$ cat config.mk
export PLATFORM = sky130hd
export DESIGN_NAME = memory_port_arbiter
export DESIGN_NICKNAME = d
export VERILOG_FILES = /design/src/rtl/memory_port_arbiter_pkg.sv /design/src/rtl/memory_port_arbiter_rr_picker.sv /design/src/rtl/memory_port_arbiter.sv
export SDC_FILE = /design/constraint.sdc
export NUM_CORES = 1
export LEC_CHECK = 0
export ABC_AREA = 1
export BUFFER_PORTS_ARGS = -buffer_cell sky130_fd_sc_hd__buf_2
export CORE_MARGIN = 8
export CORE_UTILIZATION = 45
export CTS_BUF_LIST = sky130_fd_sc_hd__clkbuf_2
export DETAILED_ROUTE_END_ITERATION = 10
export PLACE_DENSITY = 0.84
export SLEW_MARGIN = 0
export SYNTH_ARGS = -nofsm -noshare
export SYNTH_HDL_FRONTEND = slang
export SYNTH_SLANG_ARGS = --single-unit
$ cat constraint.sdc
create_clock -name clock -period 2 [get_ports clock]
set_clock_uncertainty 0.15 [all_clocks]
set_input_delay 0.3 -clock clock [delete_from_list [all_inputs] [get_ports clock]]
set_output_delay 0.3 -clock clock [all_outputs]
set_load 0.02 [all_outputs]
$ cat src/rtl/memory_port_arbiter_pkg.sv
// Shared constants and state encoding for the game-memory arbiter.
// Imported by the arbiter top and reusable by other memory clients.
package memory_port_arbiter_pkg;

    localparam int MEM_DATA_W = 48;
    localparam int MEM_ADDR_W = 5;

    typedef enum logic [1:0] {
        IDLE   = 2'd0,
        ACCESS = 2'd1,
        ACK    = 2'd2
    } arb_state_t;

endpackage

$ cat src/rtl/memory_port_arbiter_rr_picker.sv
// Round-robin picker: finds the first asserted request after last_grant.
// Ports: req, last_grant in; winner index, any_req out. Combinational.
module rr_picker #(
    parameter int NUM_REQ = 2,
    parameter int IW      = $clog2(NUM_REQ)
) (
    input  logic [NUM_REQ-1:0] req,
    input  logic [IW-1:0]      last_grant,
    output logic [IW-1:0]      winner,
    output logic               any_req
);

    logic [IW-1:0] pos;

    // Walk from the farthest offset to the nearest, so the nearest
    // asserted request after last_grant overwrites the others.
    always_comb begin
        winner  = '0;
        any_req = 1'b0;
        pos     = '0;
        for (int off = NUM_REQ; off >= 1; off--) begin
            pos = IW'((int'(last_grant) + off) % NUM_REQ);
            if (req[pos]) begin
                winner  = pos;
                any_req = 1'b1;
            end
        end
    end

endmodule

$ cat src/rtl/memory_port_arbiter.sv
// Round-robin arbiter for the single-port game memory with a timed
// access window. Ports: clock, resetn; per-requester req/req_we/
// req_addr/req_wdata; memory mem_addr/mem_wdata/mem_we/mem_rdata;
// status grant, ack, rdata, busy.
module memory_port_arbiter
    import memory_port_arbiter_pkg::*;
#(
    parameter int NUM_REQ     = 2,
    parameter int DATA_W      = MEM_DATA_W,
    parameter int ADDR_W      = MEM_ADDR_W,
    parameter int WAIT_CYCLES = 3
) (
    input  logic                      clock,
    input  logic                      resetn,
    input  logic [NUM_REQ-1:0]        req,
    input  logic [NUM_REQ-1:0]        req_we,
    input  logic [NUM_REQ*ADDR_W-1:0] req_addr,
    input  logic [NUM_REQ*DATA_W-1:0] req_wdata,
    input  logic [DATA_W-1:0]         mem_rdata,
    output logic [ADDR_W-1:0]         mem_addr,
    output logic [DATA_W-1:0]         mem_wdata,
    output logic                      mem_we,
    output logic [NUM_REQ-1:0]        grant,
    output logic [NUM_REQ-1:0]        ack,
    output logic [DATA_W-1:0]         rdata,
    output logic                      busy
);

    localparam int IW = $clog2(NUM_REQ);
    localparam int CW = $clog2(WAIT_CYCLES + 1);

    localparam logic [IW-1:0] LAST_RST = IW'(NUM_REQ - 1);
    localparam logic [CW-1:0] CNT_LAST = CW'(WAIT_CYCLES - 1);

    arb_state_t    state;
    logic [IW-1:0] last_grant;
    logic [IW-1:0] owner;
    logic [IW-1:0] winner;
    logic          any_req;
    logic          lat_we;
    logic [CW-1:0] cnt;

    rr_picker #(
        .NUM_REQ (NUM_REQ)
    ) u_pick (
        .req        (req),
        .last_grant (last_grant),
        .winner     (winner),
        .any_req    (any_req)
    );

    function automatic logic [NUM_REQ-1:0] onehot(
        input logic [IW-1:0] i
    );
        onehot    = '0;
        onehot[i] = 1'b1;
    endfunction

    always_ff @(posedge clock or negedge resetn) begin
        if (!resetn) begin
            state      <= IDLE;
            last_grant <= LAST_RST;
            owner      <= '0;
            lat_we     <= 1'b0;
            cnt        <= '0;
            mem_addr   <= '0;
            mem_wdata  <= '0;
            mem_we     <= 1'b0;
            grant      <= '0;
            ack        <= '0;
            rdata      <= '0;
            busy       <= 1'b0;
        end else begin
            unique case (state)
                IDLE: begin
                    if (any_req) begin
                        state      <= ACCESS;
                        owner      <= winner;
                        last_grant <= winner;
                        lat_we     <= req_we[winner];
                        mem_we     <= req_we[winner];
                        mem_addr   <=
                            req_addr[int'(winner)*ADDR_W +: ADDR_W];
                        mem_wdata  <=
                            req_wdata[int'(winner)*DATA_W +: DATA_W];
                        grant      <= onehot(winner);
                        busy       <= 1'b1;
                        cnt        <= '0;
                    end
                end
                ACCESS: begin
                    if (cnt == CNT_LAST) begin
                        state  <= ACK;
                        mem_we <= 1'b0;
                        ack    <= onehot(owner);
                        if (!lat_we) begin
                            rdata <= mem_rdata;
                        end
                    end else begin
                        cnt <= cnt + 1'b1;
                    end
                end
                ACK: begin
                    state <= IDLE;
                    ack   <= '0;
                    grant <= '0;
                    busy  <= 1'b0;
                end
                default: begin
                    state <= IDLE;
                end
            endcase
        end
    end

endmodule

==> flow_metrics.tcl <==
set metrics [dict create \
    final_layout_size_suffix_gt1_frac 0.2906 \
    required_ns 2.37 \
    chip_width_um 123.0 \
    die-height_um 123.0 \
    placement.cell_area_mm2 0.006645 \
    mappedNetlistArea_mm2 0.005155 \
    power_density_mw_per_mm2 1377 \
    holdCritPathClass "input pin to asynchronous set/reset pin" \
    detail-route-antenna-nets 0 \
    final_core_utilization 0.7655 \
    net-switching-power_mw 5.618 \
    drc 0 \
    cts_buffers 17 \
    cts.htree.levels 4 \
    reg2reg_setup_slack_ns -0.04 \
    placed_cells_incl_taps 1049 \
    cp.arrival_ns 2.41 \
    leakagePower_nw 5.149 \
    final.min_clock_period_ns 2.037 \
    setup_total_negative_slack_ns -0.03703 \
    worst_path_max_delay_cell "dfstp_2" \
    path_cells "nand2_4, buf_12, nand3_1, nand2_1, dlygate4sd3_1, nand2_1, nand2_1" \
    grt_pass1_vias 6616 \
    setup.worst_path.class "flop to flop" \
    vias_per_cell 5.301 \
    cp.buffers_inverters 2 \
    critical-path-top-cell-by-count "nand2_1" \
    synth-warning-count 0 \
    tcrit_tclk_final 1.019 \
    drt_first_pass_iters 6 \
    p_clk_frac 0.130 \
    holdWs_ns 0.04456 \
    achievable-frequency_mhz 490.9 \
    grt_setup_unrepaired "true" \
    outcome "complete, but fails checks" \
    timing.critical_path.to_type "flop" \
    postRouteWirelength_um 22520 \
    finish.net_count 1249 \
    synth_top_area_frac 0.5485 \
    synth_largest_area_cell "dfrtp_1" \
    violations "setup timing" \
    clkTransAtPathRegs_ns 0.17 \
    seq_power_share 0.340 \
    grt_max_degree 72 \
    combinationalPowerShare 0.530 \
    layout.cell_area.non_filler_mm2 0.008666 \
    wl_per_instance_um 18.01 \
    syn-mean-instance-area_um2 7.682 \
    timing_worst_slew_pin_value_ns 0.6362 \
    floorplan.rows 39 \
    netSwitchingFraction 0.4708 \
    area_growth_pct 68.11 \
    ioPinCount 267 \
    design.die.area_mm2 0.01514 \
    initial_standard_cell_utilization_of_the_core 0.4553 \
    buffer_ports.inserted 266 \
    critical-path-top-delay-family "buffers and inverters" \
    synthesis.nets 832 \
    critical_path.startpoint_type "flop" \
    worst_slew_margin_rel 0.5759 \
    synth_top_cells_by_area "dfrtp_1 55%, nand2_1 28%, nand3_1 11%" \
    cts-root-to-sink-buffers 2 \
    antenna_violations_before_repair 5 \
    clockRootBuffer "clkbuf_2" \
    crit_path_max_fanout 28 \
    internal-power_mw 6.314 \
    cp_slowest_stage_delay_ns 0.59 \
    grt-ovfl-total 0 \
    num_vias 6626 \
    timing.final.hold_violations 0 \
    final-max-slew-violation-count 0 \
    maxCapViolCount 0 \
    post_layout_nonfiller_instances 1250 \
    globalRouteTotalUtil 0.2783 \
    tritoncts "built" \
    ys_seq_elements 114 \
    dp.final_hpwl_um 11690 \
    post-cts-setup-buffers 0 \
    max-vdd-ir-drop_uv 977.9 \
    worst_slack_after_detailed_placement_ns 0.3838 \
    clk_latency_ns 0.62 \
    synthesis.instances 671 \
    placeableCoreArea_mm2 0.01132 \
    final_wtd_congestion 0.7873 \
    initialDrtViolationCount 935 \
    synthDistinctLibCells 17 \
    number_of_setup_violations_in_the_final_report 1 \
    part_of_the_yosys_area_used_for_sequential_elements 0.5536 \
    tritoncts_num_sinks 114 \
    report.power.total_mw 11.93 \
    grt_first_pass_wirelength_um 33040 \
    post-route-worst-setup-slack_ns -0.03703 \
]
[flip-flops by register name, indices dropped and copies added, names as in the netlist]
| name | flops |
|---|---|
| cnt | 2 |
| state | 2 |
| ack | 2 |
| mem_addr | 5 |
| busy | 1 |
| rdata | 48 |
| owner | 1 |
| lat_we | 1 |
| grant | 2 |
| mem_we | 1 |
| mem_wdata | 48 |
| last_grant | 1 |
[cell usage in the layout (no fill, tap or decap), drive strengths merged]
| cell | n |
|---|---|
| dfrtp | 113 |
| clkbuf | 22 |
| nor2 | 4 |
| o21ai | 2 |
| nand4 | 1 |
| diode | 6 |
| nand2 | 390 |
| dlymetal6s4s | 22 |
| inv | 6 |
| and2 | 1 |
| clkinv | 8 |
| dlygate4sd3 | 137 |
| clkinvlp | 2 |
| ha | 1 |
| buf | 279 |
| bufinv | 3 |
| nand3 | 109 |
| dfstp | 1 |
[final timing paths]
| kind | startpoint | to | depth (start not counted) |
|---|---|---|---|
| hold / removal | resetn | rdata[23] | 3 |
| setup reg to reg | last_grant | mem_wdata[28] | 7 |
| min in group clock | req_addr[6] | mem_addr[1] | 6 |
| max in group asynchronous | resetn | mem_wdata[28] | 3 |
| hold reg to reg | rdata[17] | rdata[17] | 2 |
| setup / recovery | last_grant | mem_wdata[28] | 7 |
[worst reg2reg max path, delay by kind of cell, from the launching register on]
kind	cells	cell delay, ns
simple gates	5	0.45
flops	1	0.59
buf+inv	2	0.74
[synthesized netlist by cell type]
library cell,number
ha_1,1
nand2_1,390
dfrtp_1,113
buf_1,3
nor2_4,1
and2_1,1
nor2_1,2
o21ai_2,1
nand4_1,1
buf_2,35
nand3_1,109
o21ai_0,1
dfstp_2,1
nor2_2,1
inv_1,4
clkbuf_1,5
inv_2,2
[power by group through the flow]
stage,registers [mW],clock network (mW),logic (mW)
after global routing,4.17,1.68,6.87
final,4.06,1.56,6.32
after detailed placement,4.04,0,5.58
after CTS,4.01,1.59,5.98
after global placement,4.03,0,5.42
after floorplan,5.32,0,2.21
[cells by family (layout without fill, tap and decap cells)]
kind of cell             after synthesis  count (layout)  synth area share
adder cells (fa/ha/maj)                1               1          0.002427
buffers and inverters                 49             479           0.04418
other                                  0               6                 0
flip-flops                           114             114            0.5536
AO/OA/AOI/OAI                          2               2          0.002669
AND/OR/NAND/NOR                      505             505            0.3971
[area by class of cell]
| class | count | area [µm²] |
|---|---|---|
| clock inverters | 13 | 142.6 |
| flip-flops and latches | 114 | 2854 |
| multi-input cells | 508 | 2110 |
| inverters | 6 | 22.52 |
| fillers | 688 | 2655 |
| clock buffers | 19 | 95.09 |
| well taps | 143 | 178.9 |
| repair buffers | 441 | 3248 |
| diodes | 6 | 15.01 |
[layer usage]
metal | share of wire | up-vias | routed length, µm | global-route usage
met3 | 0.14 | 97 | 3195 | 0.1210
met5 | 0 | - | 0 | 0
met1 | 0.35 | 3066 | 7783 | 0.3036
li1 | - | 2949 | - | -
met2 | 0.47 | 514 | 10550 | 0.4574
met4 | 0.044 | 0 | 983 | 0.1384
[what timing repair did]
item / in CTS / in global routing
endpoints found under the setup margin: 0 / 51
hold buffers: 159 / 0
resized for setup: 0 / 29
endpoints found under the hold margin: 217 / 0
Power figures use the tool's default switching activity.
